===== src/rtl/imem_loader.sv =====
// imem_loader: byte-stream program loader and run/step controller for the mips core.
// Assembles little-endian words from a valid/ready byte stream into instruction
// memory while holding the core in reset, then gates core execution until halt.
module imem_loader #(
   parameter int unsigned DATA_WIDTH = 32,
   parameter int unsigned MAX_WORDS  = 256
) (
   input  logic                  clk,
   input  logic                  reset,
   input  logic [7:0]            rx_data,
   input  logic                  rx_valid,
   output logic                  rx_ready,
   output logic                  imem_we,
   output logic [31:0]           imem_addr,
   output logic [DATA_WIDTH-1:0] imem_wdata,
   output logic                  cpu_reset,
   output logic                  cpu_en,
   input  logic                  cpu_halt,
   output logic                  load_done,
   output logic                  halted,
   output logic                  overflow,
   output logic [31:0]           run_cycles
);

   localparam int unsigned CNT_W  = 16;
   localparam int unsigned BYTE_W = 8;

   localparam logic [7:0] CMD_LOAD = 8'h4C;
   localparam logic [7:0] CMD_RUN  = 8'h52;
   localparam logic [7:0] CMD_STEP = 8'h53;

   typedef enum logic [2:0] {
      S_IDLE,
      S_CNT_LO,
      S_CNT_HI,
      S_DATA,
      S_WRITE,
      S_RUN,
      S_STEP
   } state_e;

   state_e                  state_q, state_d;
   logic [CNT_W-1:0]        cnt_q, cnt_d;
   logic [CNT_W-1:0]        word_idx_q, word_idx_d;
   logic [1:0]              byte_cnt_q, byte_cnt_d;
   logic [DATA_WIDTH-1:0]   word_q, word_d;
   logic                    last_q, last_d;
   logic                    rx_ready_q, rx_ready_d;
   logic                    imem_we_q, imem_we_d;
   logic [31:0]             imem_addr_q, imem_addr_d;
   logic [DATA_WIDTH-1:0]   imem_wdata_q, imem_wdata_d;
   logic                    cpu_reset_q, cpu_reset_d;
   logic                    cpu_en_q, cpu_en_d;
   logic                    load_done_q, load_done_d;
   logic                    halted_q, halted_d;
   logic                    overflow_q, overflow_d;
   logic [31:0]             run_cycles_q, run_cycles_d;

   logic                    accept;
   logic [DATA_WIDTH-1:0]   shifted_word;
   logic [CNT_W-1:0]        cnt_full;

   assign accept       = rx_valid & rx_ready_q;
   assign shifted_word = {rx_data, word_q[DATA_WIDTH-1:BYTE_W]};
   assign cnt_full     = {rx_data, cnt_q[BYTE_W-1:0]};

   // Next-state and next-output computation for the load/run controller
   always_comb begin
      state_d      = state_q;
      cnt_d        = cnt_q;
      word_idx_d   = word_idx_q;
      byte_cnt_d   = byte_cnt_q;
      word_d       = word_q;
      last_d       = last_q;
      imem_we_d    = 1'b0;
      imem_addr_d  = imem_addr_q;
      imem_wdata_d = imem_wdata_q;
      cpu_reset_d  = cpu_reset_q;
      cpu_en_d     = 1'b0;
      load_done_d  = 1'b0;
      halted_d     = halted_q;
      overflow_d   = overflow_q;
      run_cycles_d = run_cycles_q;

      case (state_q)
         S_IDLE: begin
            if (accept) begin
               case (rx_data)
                  CMD_LOAD: begin
                     state_d      = S_CNT_LO;
                     cpu_reset_d  = 1'b1;
                     halted_d     = 1'b0;
                     overflow_d   = 1'b0;
                     run_cycles_d = 32'd0;
                  end
                  CMD_RUN: begin
                     if (!halted_q) begin
                        state_d  = S_RUN;
                        cpu_en_d = 1'b1;
                     end
                  end
                  CMD_STEP: begin
                     if (!halted_q) begin
                        state_d  = S_STEP;
                        cpu_en_d = 1'b1;
                     end
                  end
                  default: ;
               endcase
            end
         end

         S_CNT_LO: begin
            if (accept) begin
               cnt_d[BYTE_W-1:0] = rx_data;
               state_d           = S_CNT_HI;
            end
         end

         S_CNT_HI: begin
            if (accept) begin
               cnt_d = cnt_full;
               if (cnt_full == CNT_W'(0)) begin
                  // Empty program: release the core without touching memory
                  state_d     = S_IDLE;
                  load_done_d = 1'b1;
                  cpu_reset_d = 1'b0;
               end else begin
                  state_d    = S_DATA;
                  byte_cnt_d = 2'd0;
                  word_idx_d = CNT_W'(0);
               end
            end
         end

         S_DATA: begin
            if (accept) begin
               word_d     = shifted_word;
               byte_cnt_d = byte_cnt_q + 2'd1;
               if (byte_cnt_q == 2'd3) begin
                  state_d = S_WRITE;
                  last_d  = ((CNT_W + 1)'(word_idx_q) + (CNT_W + 1)'(1)) ==
                            (CNT_W + 1)'(cnt_q);
                  // Write strobe, address and data are launched so they land in the WRITE cycle
                  if (32'(word_idx_q) < MAX_WORDS) begin
                     imem_we_d    = 1'b1;
                     imem_addr_d  = {14'd0, word_idx_q, 2'b00};
                     imem_wdata_d = shifted_word;
                  end else begin
                     overflow_d = 1'b1;
                  end
                  load_done_d = last_d;
               end
            end
         end

         S_WRITE: begin
            word_idx_d = word_idx_q + CNT_W'(1);
            if (last_q) begin
               state_d     = S_IDLE;
               cpu_reset_d = 1'b0;
            end else begin
               state_d = S_DATA;
            end
         end

         S_RUN: begin
            if (cpu_halt) begin
               state_d  = S_IDLE;
               halted_d = 1'b1;
            end else begin
               cpu_en_d = 1'b1;
            end
         end

         S_STEP: begin
            state_d = S_IDLE;
            if (cpu_halt) begin
               halted_d = 1'b1;
            end
         end

         default: begin
            state_d = S_IDLE;
         end
      endcase

      // Count every cycle the core is enabled; wraps naturally at 2^32
      if (cpu_en_d) begin
         run_cycles_d = run_cycles_q + 32'd1;
      end

      rx_ready_d = (state_d == S_IDLE) || (state_d == S_CNT_LO) ||
                   (state_d == S_CNT_HI) || (state_d == S_DATA);
   end

   // State and registered-output flops with synchronous reset
   always_ff @(posedge clk) begin
      if (reset) begin
         state_q      <= S_IDLE;
         cnt_q        <= '0;
         word_idx_q   <= '0;
         byte_cnt_q   <= '0;
         word_q       <= '0;
         last_q       <= 1'b0;
         rx_ready_q   <= 1'b0;
         imem_we_q    <= 1'b0;
         imem_addr_q  <= '0;
         imem_wdata_q <= '0;
         cpu_reset_q  <= 1'b1;
         cpu_en_q     <= 1'b0;
         load_done_q  <= 1'b0;
         halted_q     <= 1'b0;
         overflow_q   <= 1'b0;
         run_cycles_q <= '0;
      end else begin
         state_q      <= state_d;
         cnt_q        <= cnt_d;
         word_idx_q   <= word_idx_d;
         byte_cnt_q   <= byte_cnt_d;
         word_q       <= word_d;
         last_q       <= last_d;
         rx_ready_q   <= rx_ready_d;
         imem_we_q    <= imem_we_d;
         imem_addr_q  <= imem_addr_d;
         imem_wdata_q <= imem_wdata_d;
         cpu_reset_q  <= cpu_reset_d;
         cpu_en_q     <= cpu_en_d;
         load_done_q  <= load_done_d;
         halted_q     <= halted_d;
         overflow_q   <= overflow_d;
         run_cycles_q <= run_cycles_d;
      end
   end

   assign rx_ready   = rx_ready_q;
   assign imem_we    = imem_we_q;
   assign imem_addr  = imem_addr_q;
   assign imem_wdata = imem_wdata_q;
   assign cpu_reset  = cpu_reset_q;
   assign cpu_en     = cpu_en_q;
   assign load_done  = load_done_q;
   assign halted     = halted_q;
   assign overflow   = overflow_q;
   assign run_cycles = run_cycles_q;

endmodule


===== config.mk =====
export PLATFORM = sky130hd
export DESIGN_NAME = imem_loader
export DESIGN_NICKNAME = d
export VERILOG_FILES = /design/src/rtl/imem_loader.sv
export SDC_FILE = /design/constraint.sdc
export NUM_CORES = 1
export LEC_CHECK = 0
export ABC_AREA = 1
export BUFFER_PORTS_ARGS = -buffer_cell sky130_fd_sc_hd__buf_2
export CAP_MARGIN = 25
export CORE_MARGIN = 3
export CORE_UTILIZATION = 50
export DETAILED_ROUTE_END_ITERATION = 10
export PLACE_DENSITY = 0.76
export SETUP_SLACK_MARGIN = 0.1
export SLEW_MARGIN = 40
export SYNTH_ARGS = -nofsm -noshare
export SYNTH_HDL_FRONTEND = slang
export SYNTH_SLANG_ARGS = --single-unit

===== constraint.sdc =====
create_clock -name clk -period 2.2 [get_ports clk]
set_input_delay 0.55 -clock clk [delete_from_list [all_inputs] [get_ports clk]]
set_output_delay 0.55 -clock clk [all_outputs]
set_load 0.02 [all_outputs]

## After elaboration in Yosys (flattened, before gate mapping)

Index checks and enable logic that the tools add are counted.

| operators by class | value |
|---|---|
| bitwise gates (word level) | 5 |
| eq/ne operators | 24 |
| reduce and logical (&&, ||, !) cells | 28 |
| $add $sub $neg | 4 |
| order comparisons | 1 |
| muxes and demuxes | 50 |

Operators by type and width:

| operator | count |
|---|---|
| $mux W32 | 4 |
| $add A32 B1 Y32 const B | 1 |
| $mux W16 | 2 |
| $pmux W16 S2 | 1 |
| $eq A8 B7 Y1 const B | 3 |
| $mux W3 | 8 |
| $mux W1 | 20 |
| $pmux W3 S6 | 1 |
| $add A16 B1 Y17 const B | 1 |
| $eq A17 B16 Y1 | 1 |
| $add A16 B1 Y16 const B | 1 |
| $logic_not A16 Y1 | 1 |
| $lt A16 B9 Y1 const B | 1 |
| $ne A2 B2 Y1 const B | 8 |
| $pmux W8 S2 | 1 |
| $reduce_bool A2 Y1 | 7 |
| $eq A3 B2 Y1 const B | 4 |
| $reduce_and A3 Y1 | 4 |
| $reduce_and A4 Y1 | 3 |
| $reduce_and A6 Y1 | 2 |
| $mux W2 | 5 |
| $eq A3 B3 Y1 const B | 3 |
| $pmux W3 S3 | 1 |
| $mux W8 | 1 |
| other kinds (15) | 28 |

| storage, ports and cells | value |
|---|---|
| word-level logic and storage cells | 129 |
| input bits | 12 |
| flip-flop bits (word level) | 157 |
| output and inout bits | 103 |

## Logic depth before layout (Yosys ltp)

Gate-level depths: netlist (run 1).

| logic depth | value |
|---|---|
| depth in word-level cells | 8 |
| depth in mapped cells | 13 |
| mapped depth without buffers | 13 |

## Worst setup path after synthesis (run 1)

No wires, ideal clock.

| timing | value |
|---|---|
| path type | flip-flop to flip-flop |
| start | register run_cycles_q[1], in the netlist run_cycles[1] |
| end | register run_cycles_q[28], in the netlist run_cycles[28] |
| cell stages (with the launch flop) | 11 |
| arrival time | 1.716 ns |
| buffers on the path | 0 |
| period minus slack after synthesis | 1.835 ns |
| setup slack | 0.365 ns |
| cell sequence | dfxtp_1 -> ha_1 -> nand2_1 -> nor2_2 -> inv_1 -> nor2_2 -> nand2_1 -> nor4_1 -> nand3_1 -> o21ai_0 -> a21oi_1 |

| on the way | value |
|---|---|
| longest elaborated chain between the ends | 2 |

RTL lines:

| element | RTL line | text |
|---|---|---|
| start, declared | 57 | `logic [31:0] run_cycles_q, run_cycles_d;` |
| start signal, assigned | 232 | `run_cycles_q <= run_cycles_d;` |
| $add A32 B1 Y32 | 190 | `run_cycles_d = run_cycles_q + 32'd1;` |
| $mux W32 | 189 | `if (cpu_en_d) begin` |

Every way passes these cells.
A chain may end at the register's enable or synchronous reset.

## Final worst setup path (run 1)

| timing | value |
|---|---|
| start | register word_idx_q[8] |
| end | register imem_addr_q[2], in the netlist imem_addr[2] |

| on the way | value |
|---|---|
| longest elaborated chain between the ends | 2 |

RTL lines:

| element | RTL line | text |
|---|---|---|
| start, declared | 44 | `logic [CNT_W-1:0] word_idx_q, word_idx_d;` |
| start signal, assigned | 219 | `word_idx_q <= word_idx_d;` |
| $lt A16 B9 Y1 | 145 | `if (32'(word_idx_q) < MAX_WORDS) begin` |
| $reduce_and A4 Y1 (no line) | n/a |  |
| end signal, assigned | 225 | `imem_addr_q <= imem_addr_d;` |
| end, declared | 50 | `logic [31:0] imem_addr_q, imem_addr_d;` |

Every way passes these cells.

==> reports/metrics.cfg, run 1 <==
[critical_path]
cp.required_ns = 2.55
reg2reg_from = word_idx_q[8]$_SDFFE_PP0P_
worstReg2RegEnd = imem_addr[2]$_SDFFE_PP0P_
r2r_slack_ns = 0.25
r2r.worst_path.cells = 8
cp-start-kind = flop
slowest_stage = dfxtp_1
crit_buf_inv = 2
max_stage_delay_ns = 0.38
critPathTopFamily = simple AND/OR/NAND/NOR gates
crit_chain = inv_2 > nand4_1 > nor2_1 > nand2_1 > nor3_4 > buf_12 > o21ai_1 > a21oi_1
cp_max_fo = 47
worstPathArrival_ns = 2.31
cp-end-kind = flop
path_class = flop to flop

[synthesis]
synth_top_area_share_pct = 42.4
yosys.cell_types.count = 49
yosys.area.top_type = dfxtp_1
synthCells = 975
async_flop_share_pct = 0
synthFlopType = dfxtp_1
yosys-top-cells-count = nand2_1, dfxtp_1, a21oi_1
syn-cell-area_mm2 = 0.00704
synth-seq-cells = 149
yosysWarnings = 0
yosysSeqAreaShare_pct = 42.4
synth-edff-count = 0
yosys.cell_count.top_type = nand2_1
syn_area_per_cell_um2 = 7.22
synth.area.top_cells = dfxtp_1, nand2_1, a21oi_1

[routing]
drt_iter0_markers = 561
routed-via-count = 6735
antenna_left = 0
vias_per_cell = 5.31
first_pass_iters = 6
drt_wl_total_mm = 17.8
drc = 0
post_drt_wl_per_cell_um = 14.1

[floorplanning]
rows = 42
fp.dieW_um = 125
die_h_um = 125
die_area_mm2 = 0.0155
core_area_mm2 = 0.0135
initial_core_util_pct = 52.1
ios = 115

[outcome]
status = finished, final reports clean

[timing]
fin_skew_ns = 0.0108
rsz0062_at_grt = false
drv_slew = 0
finalSetupViolations = 0
period_needed_ns = 1.95
worst-slew-pin-transition_ns = 0.550
final-hold-violation-count = 0
finalSetupTns_ns = 0
max_clock_freq_ghz = 0.512
fin_crit_sh_pct = 88.8
slew_headroom_pct = 63.0

[min_path]
hold-path-endpoint = word_q[28]$_SDFFE_PP0P_
whs_path_depth = 3
min_path_type = primary input to flop
worstHoldStart = rx_data[4]

[global_route]
grt_pass1_vias = 6118
overflow = 0
antenna_found_initial = 1
grt_max_degree = 50
gr-usage-all-layers_pct = 22.7
grt_pass1_wl_mm = 29.4

[layout]
areaGrowthSynthToFinish_pct = 18.8
final_net_count = 1094
drive_gt1_share_pct = 21.0
antennaDiodeCount = 0
fillers = 1210

[power]
switching_share_pct = 24.6
p_comb_share_pct = 2.7
total_power_mw = 5.61
power.leakage_nw = 3.56
vdd_drop_max_mv = 0.559
p_clk_share_pct = 49.1
seqPwrFrac_pct = 48.2
p_sw_mw = 1.38
power.density_mw_per_mm2 = 670
p_int_mw = 4.23

[placed_design]
dp_hpwl_mm = 12.9
gp_congestion = 0.974
io_buffers = 98

[clocking]
cts.sinks = 149
htree_levels = 4
clock_path_buffers = 2
root_buffer = clkbuf_16
cts_buffers = 17
path_clk_slew_ns = 0.07
clock_latency_ns = 0.43
cts_tree = yes
cts_setup_buffers = 0

[run]
max_cap_viol_count = 0

==> layer usage <==
layer / vias up / GRT usage [%] / wire (um)
met1: 3038 / 30.4 / 8130
li1: 3418 / - / -
met3: 27 / 5.75 / 1280
met4: 2 / 6.90 / 306
met2: 250 / 36.3 / 8120
met5: - / 0 / 13
==> cell type report <==
cell class | instances | area, um^2 | area share [%]
multi-input cells | 670 | 3390 | 40.6
flip-flops and latches | 149 | 2990 | 35.7
repair buffers | 126 | 776 | 9.27
inverters | 115 | 432 | 5.16
clock buffers | 17 | 425 | 5.09
well taps | 176 | 220 | 2.63
clock inverters | 15 | 133 | 1.59
==> power by group through the flow <==
stage,clock [mW],sequential (mW),combinational [mW]
final,2.75,2.70,0.151
after global routing,2.90,2.70,0.165
after CTS,2.79,2.70,0.150
after detailed placement,0,2.76,0.149
after global placement,0,2.76,0.148
after floorplan,0,2.76,0.115
==> logic make-up (layout without fill, tap and decap cells) <==
| logic type | count (synthesis) | count (layout) | synth area share, % |
|---|---|---|---|
| and+or+nand+nor | 402 | 402 | 27.1 |
| AOI/OAI and AO/OA | 242 | 242 | 18.2 |
| buffers and inverters | 171 | 273 | 10.7 |
| DFF | 149 | 149 | 42.4 |
| xor gates and xnor gates | 7 | 7 | 1.07 |
| adders and majority gates | 3 | 3 | 0.533 |
| other | 1 | 16 | 0.0533 |
==> layout by cell type, fill, tap and decap left out, drive strengths merged <==
cell type / Yosys / layout
nor3b: 2 / 2
a41oi: 1 / 1
a21oi: 124 / 124
nor2: 96 / 96
nand3b: 3 / 3
nand4: 24 / 24
o21bai: 1 / 1
clkinv: 2 / 6
dfxtp: 149 / 149
nor4: 3 / 3
nand3: 64 / 64
xnor2: 2 / 2
o21ai: 105 / 105
inv: 113 / 123
clkbuf: 20 / 17
clkinvlp: 0 / 1
a32o: 1 / 1
or2: 2 / 2
nor3: 25 / 25
nand2: 183 / 183
xnor3: 1 / 1
a22oi: 4 / 4
o22ai: 1 / 1
o211a: 1 / 1
ha: 3 / 3
xor2: 4 / 4
o221ai: 1 / 1
o31ai: 1 / 1
a31o: 1 / 1
buf: 36 / 126
conb: 1 / 16
o2111ai: 1 / 1
==> stage by stage <==
step	setup WS [ns]	utilization (%)	instances	hold slack [ns]	cell area, um^2
2_1_floorplan	0.365	-	990	0.433	7090
3_3_place_gp	0.169	57.5	1236	0.432	7770
3_5_place_dp	0.0930	57.5	1236	0.437	7770
4_1_cts	0.208	61.7	1268	0.396	8330
5_1_grt	0.0935	61.9	1268	0.426	8360
6_report	0.246	61.9	1268	0.398	8360
==> registers in the layout, summed over array words and instances, names as in the netlist <==
register and flops:
cpu_en 1, last_q 1, cnt_q 16, overflow 1, load_done 1, imem_we 1, imem_addr 16, rx_ready 1
cpu_reset 1, imem_wdata 32, word_q 24, state_q 3, byte_cnt_q 2, halted 1, word_idx_q 16, run_cycles 32
==> timing repair <==
item	CTS	global route
hold buffers	0	0
resized for setup	0	9
setup endpoints to repair	0	8
==> worst max-delay path by stage <==
stage	cells after the start	to	start	slack, ns
2_1_floorplan	10	run_cycles[28]$_SDFFE_PP0P_	run_cycles[1]$_SDFFE_PP0P_	0.36
3_3_place_gp	9	run_cycles[16]$_SDFFE_PP0P_	rx_data[1]	0.17
3_5_place_dp	12	run_cycles[18]$_SDFFE_PP0P_	rx_data[1]	0.09
4_1_cts	10	run_cycles[28]$_SDFFE_PP0P_	run_cycles[1]$_SDFFE_PP0P_	0.21
5_1_grt	12	run_cycles[18]$_SDFFE_PP0P_	run_cycles[1]$_SDFFE_PP0P_	0.09
6_report	8	imem_addr[2]$_SDFFE_PP0P_	word_idx_q[8]$_SDFFE_PP0P_	0.25
==> worst reg2reg max path: cells and delay by family, from the launching register on <==
kind | cells | cell delay (ns)
compound gates | 2 | 0.23
buf+inv | 2 | 0.35
flops | 1 | 0.38
simple gates | 4 | 0.91
Note: power is estimated with default switching activity, not from simulation.
==> inputs of run 2 (changes only) <==
==> constraint.sdc (replaced) <==
create_clock -name clk -period 2.5 [get_ports clk]
set_input_delay 0.625 -clock clk [delete_from_list [all_inputs] [get_ports clk]]
set_output_delay 0.625 -clock clk [all_outputs]
set_load 0.02 [all_outputs]
==> reports/metrics.cfg, run 2 (synthesis gave the netlist of run 1 again) <==
[outcome]
status = finished, final reports clean

[timing]
worst-slew-pin-transition_ns = 0.510
finalSetupTns_ns = 0
period_needed_ns = 2.03
rsz0062_at_grt = false
whs_ns = 0.445
drv_slew = 0
final-hold-violation-count = 0
fin_skew_ns = 0.0133
slew_headroom_pct = 65.7
fin_crit_sh_pct = 81.2
max_clock_freq_ghz = 0.492
finalSetupViolations = 0

[global_route]
antenna_found_initial = 0
overflow = 0
grt_pass1_vias = 6142
grt_use_met2_pct = 36.6
grt_pass1_wl_mm = 29.8
use_met3_pct = 5.83
gr-usage-all-layers_pct = 23.1
met1_usage_pct = 31.1
grt_busiest_layer = met2
grt_max_degree = 71

[power]
vdd_drop_max_mv = 0.529
total_power_mw = 5.01
power.density_mw_per_mm2 = 610
power.leakage_nw = 3.45

[clocking]
cts_buffers = 17
cts.sinks = 149
cts_hold_buf = 0
clock_latency_ns = 0.43
cts_setup_buffers = 0
root_buffer = clkbuf_16
htree_levels = 4
cts_tree = yes
clock_path_buffers = 2
cts_resized = 0
path_clk_slew_ns = 0.07

[placed_design]
gp_congestion = 0.968
io_buffers = 98
placed_area_mm2 = 0.00763
dp_hpwl_mm = 12.8

[layout]
antennaDiodeCount = 0
utilization_pct = 60.8
areaGrowthSynthToFinish_pct = 16.7
final_net_count = 1080
final_common_cell = nand2_1
final_cell_mix = nand2_1, dfxtp_1, a21oi_1, buf_2, inv_1
drive_gt1_share_pct = 19.3
fin_area_mm2 = 0.00821

[min_path]
worstHoldStart = imem_addr[14]$_SDFFE_PP0P_
min_path_type = flop to flop

[critical_path]
reg2reg_from = run_cycles[1]$_SDFFE_PP0P_
r2r_slack_ns = 0.47
max_stage_delay_ns = 0.40
path_class = flop to flop
crit_chain = ha_1 > nand2_1 > nor2_2 > inv_1 > nor2_2 > nand2_1 > nor4_1 > nand3_1 > o21ai_0 > a21oi_1
cp-start-kind = flop
cp-end-kind = flop
worstPathArrival_ns = 2.35
crit_buf_inv = 1
cp-startpoint = run_cycles[1]$_SDFFE_PP0P_
cp.required_ns = 2.82
slowest_stage = dfxtp_1
critPathTopFamily = simple AND/OR/NAND/NOR gates
cp_max_fo = 5

[routing]
routed-via-count = 6708
first_pass_iters = 5
antenna_left = 0
drc = 0
vias_per_cell = 5.35
post_drt_wl_per_cell_um = 14.3
drt_iter0_markers = 562
drt_wl_total_mm = 18.0

[floorplanning]
initial_core_util_pct = 52.1
rows = 42
ios = 115
core_area_mm2 = 0.0135
die_area_mm2 = 0.0155
fp.dieW_um = 125
die_h_um = 125

[run]
max_cap_viol_count = 0

run 2: layer usage:
metal,up-vias,part of all wire (%),routed length [um]
li1,3390,-,-
met1,3070,46,8210
met2,221,46,8230
met3,27,6.6,1190
met4,0,1.8,330
met5,-,0,0
run 2: worst paths after layout:
path | endpoint | cells past startpoint
hold reg to reg | imem_addr[14]$_SDFFE_PP0P_ | 2
hold / removal | imem_addr[14]$_SDFFE_PP0P_ | 2
setup reg to reg | run_cycles[28]$_SDFFE_PP0P_ | 10
setup / recovery | run_cycles[28]$_SDFFE_PP0P_ | 10
run 2: metrics by stage:
step / cells / setup slack, ns
3_5_place_dp: 1222 / 0.184
2_1_floorplan: 990 / 0.648
6_report: 1254 / 0.469
4_1_cts: 1254 / 0.485
5_1_grt: 1254 / 0.286
3_3_place_gp: 1222 / 0.250
run 2: where the power goes:
part,internal (mW),switching [mW],total [mW]
registers,2.37,0.00135,2.38
clock network,1.41,1.10,2.51
logic,0.0282,0.0959,0.124
run 2: tightest hold or removal path: cells and delay by family (launching register included):
family / cells / cell delay, ns
AND/OR/NAND/NOR: 2 / 0.10
flip-flops: 1 / 0.31
run 2: layout make-up:
class | count | area [um^2]
clock buffers | 17 | 425
clock inverters | 15 | 160
fillers | 1242 | 5290
inverters | 115 | 432
multi-input cells | 670 | 3360
flip-flops and latches | 149 | 2980
well taps | 176 | 220
repair buffers | 112 | 633
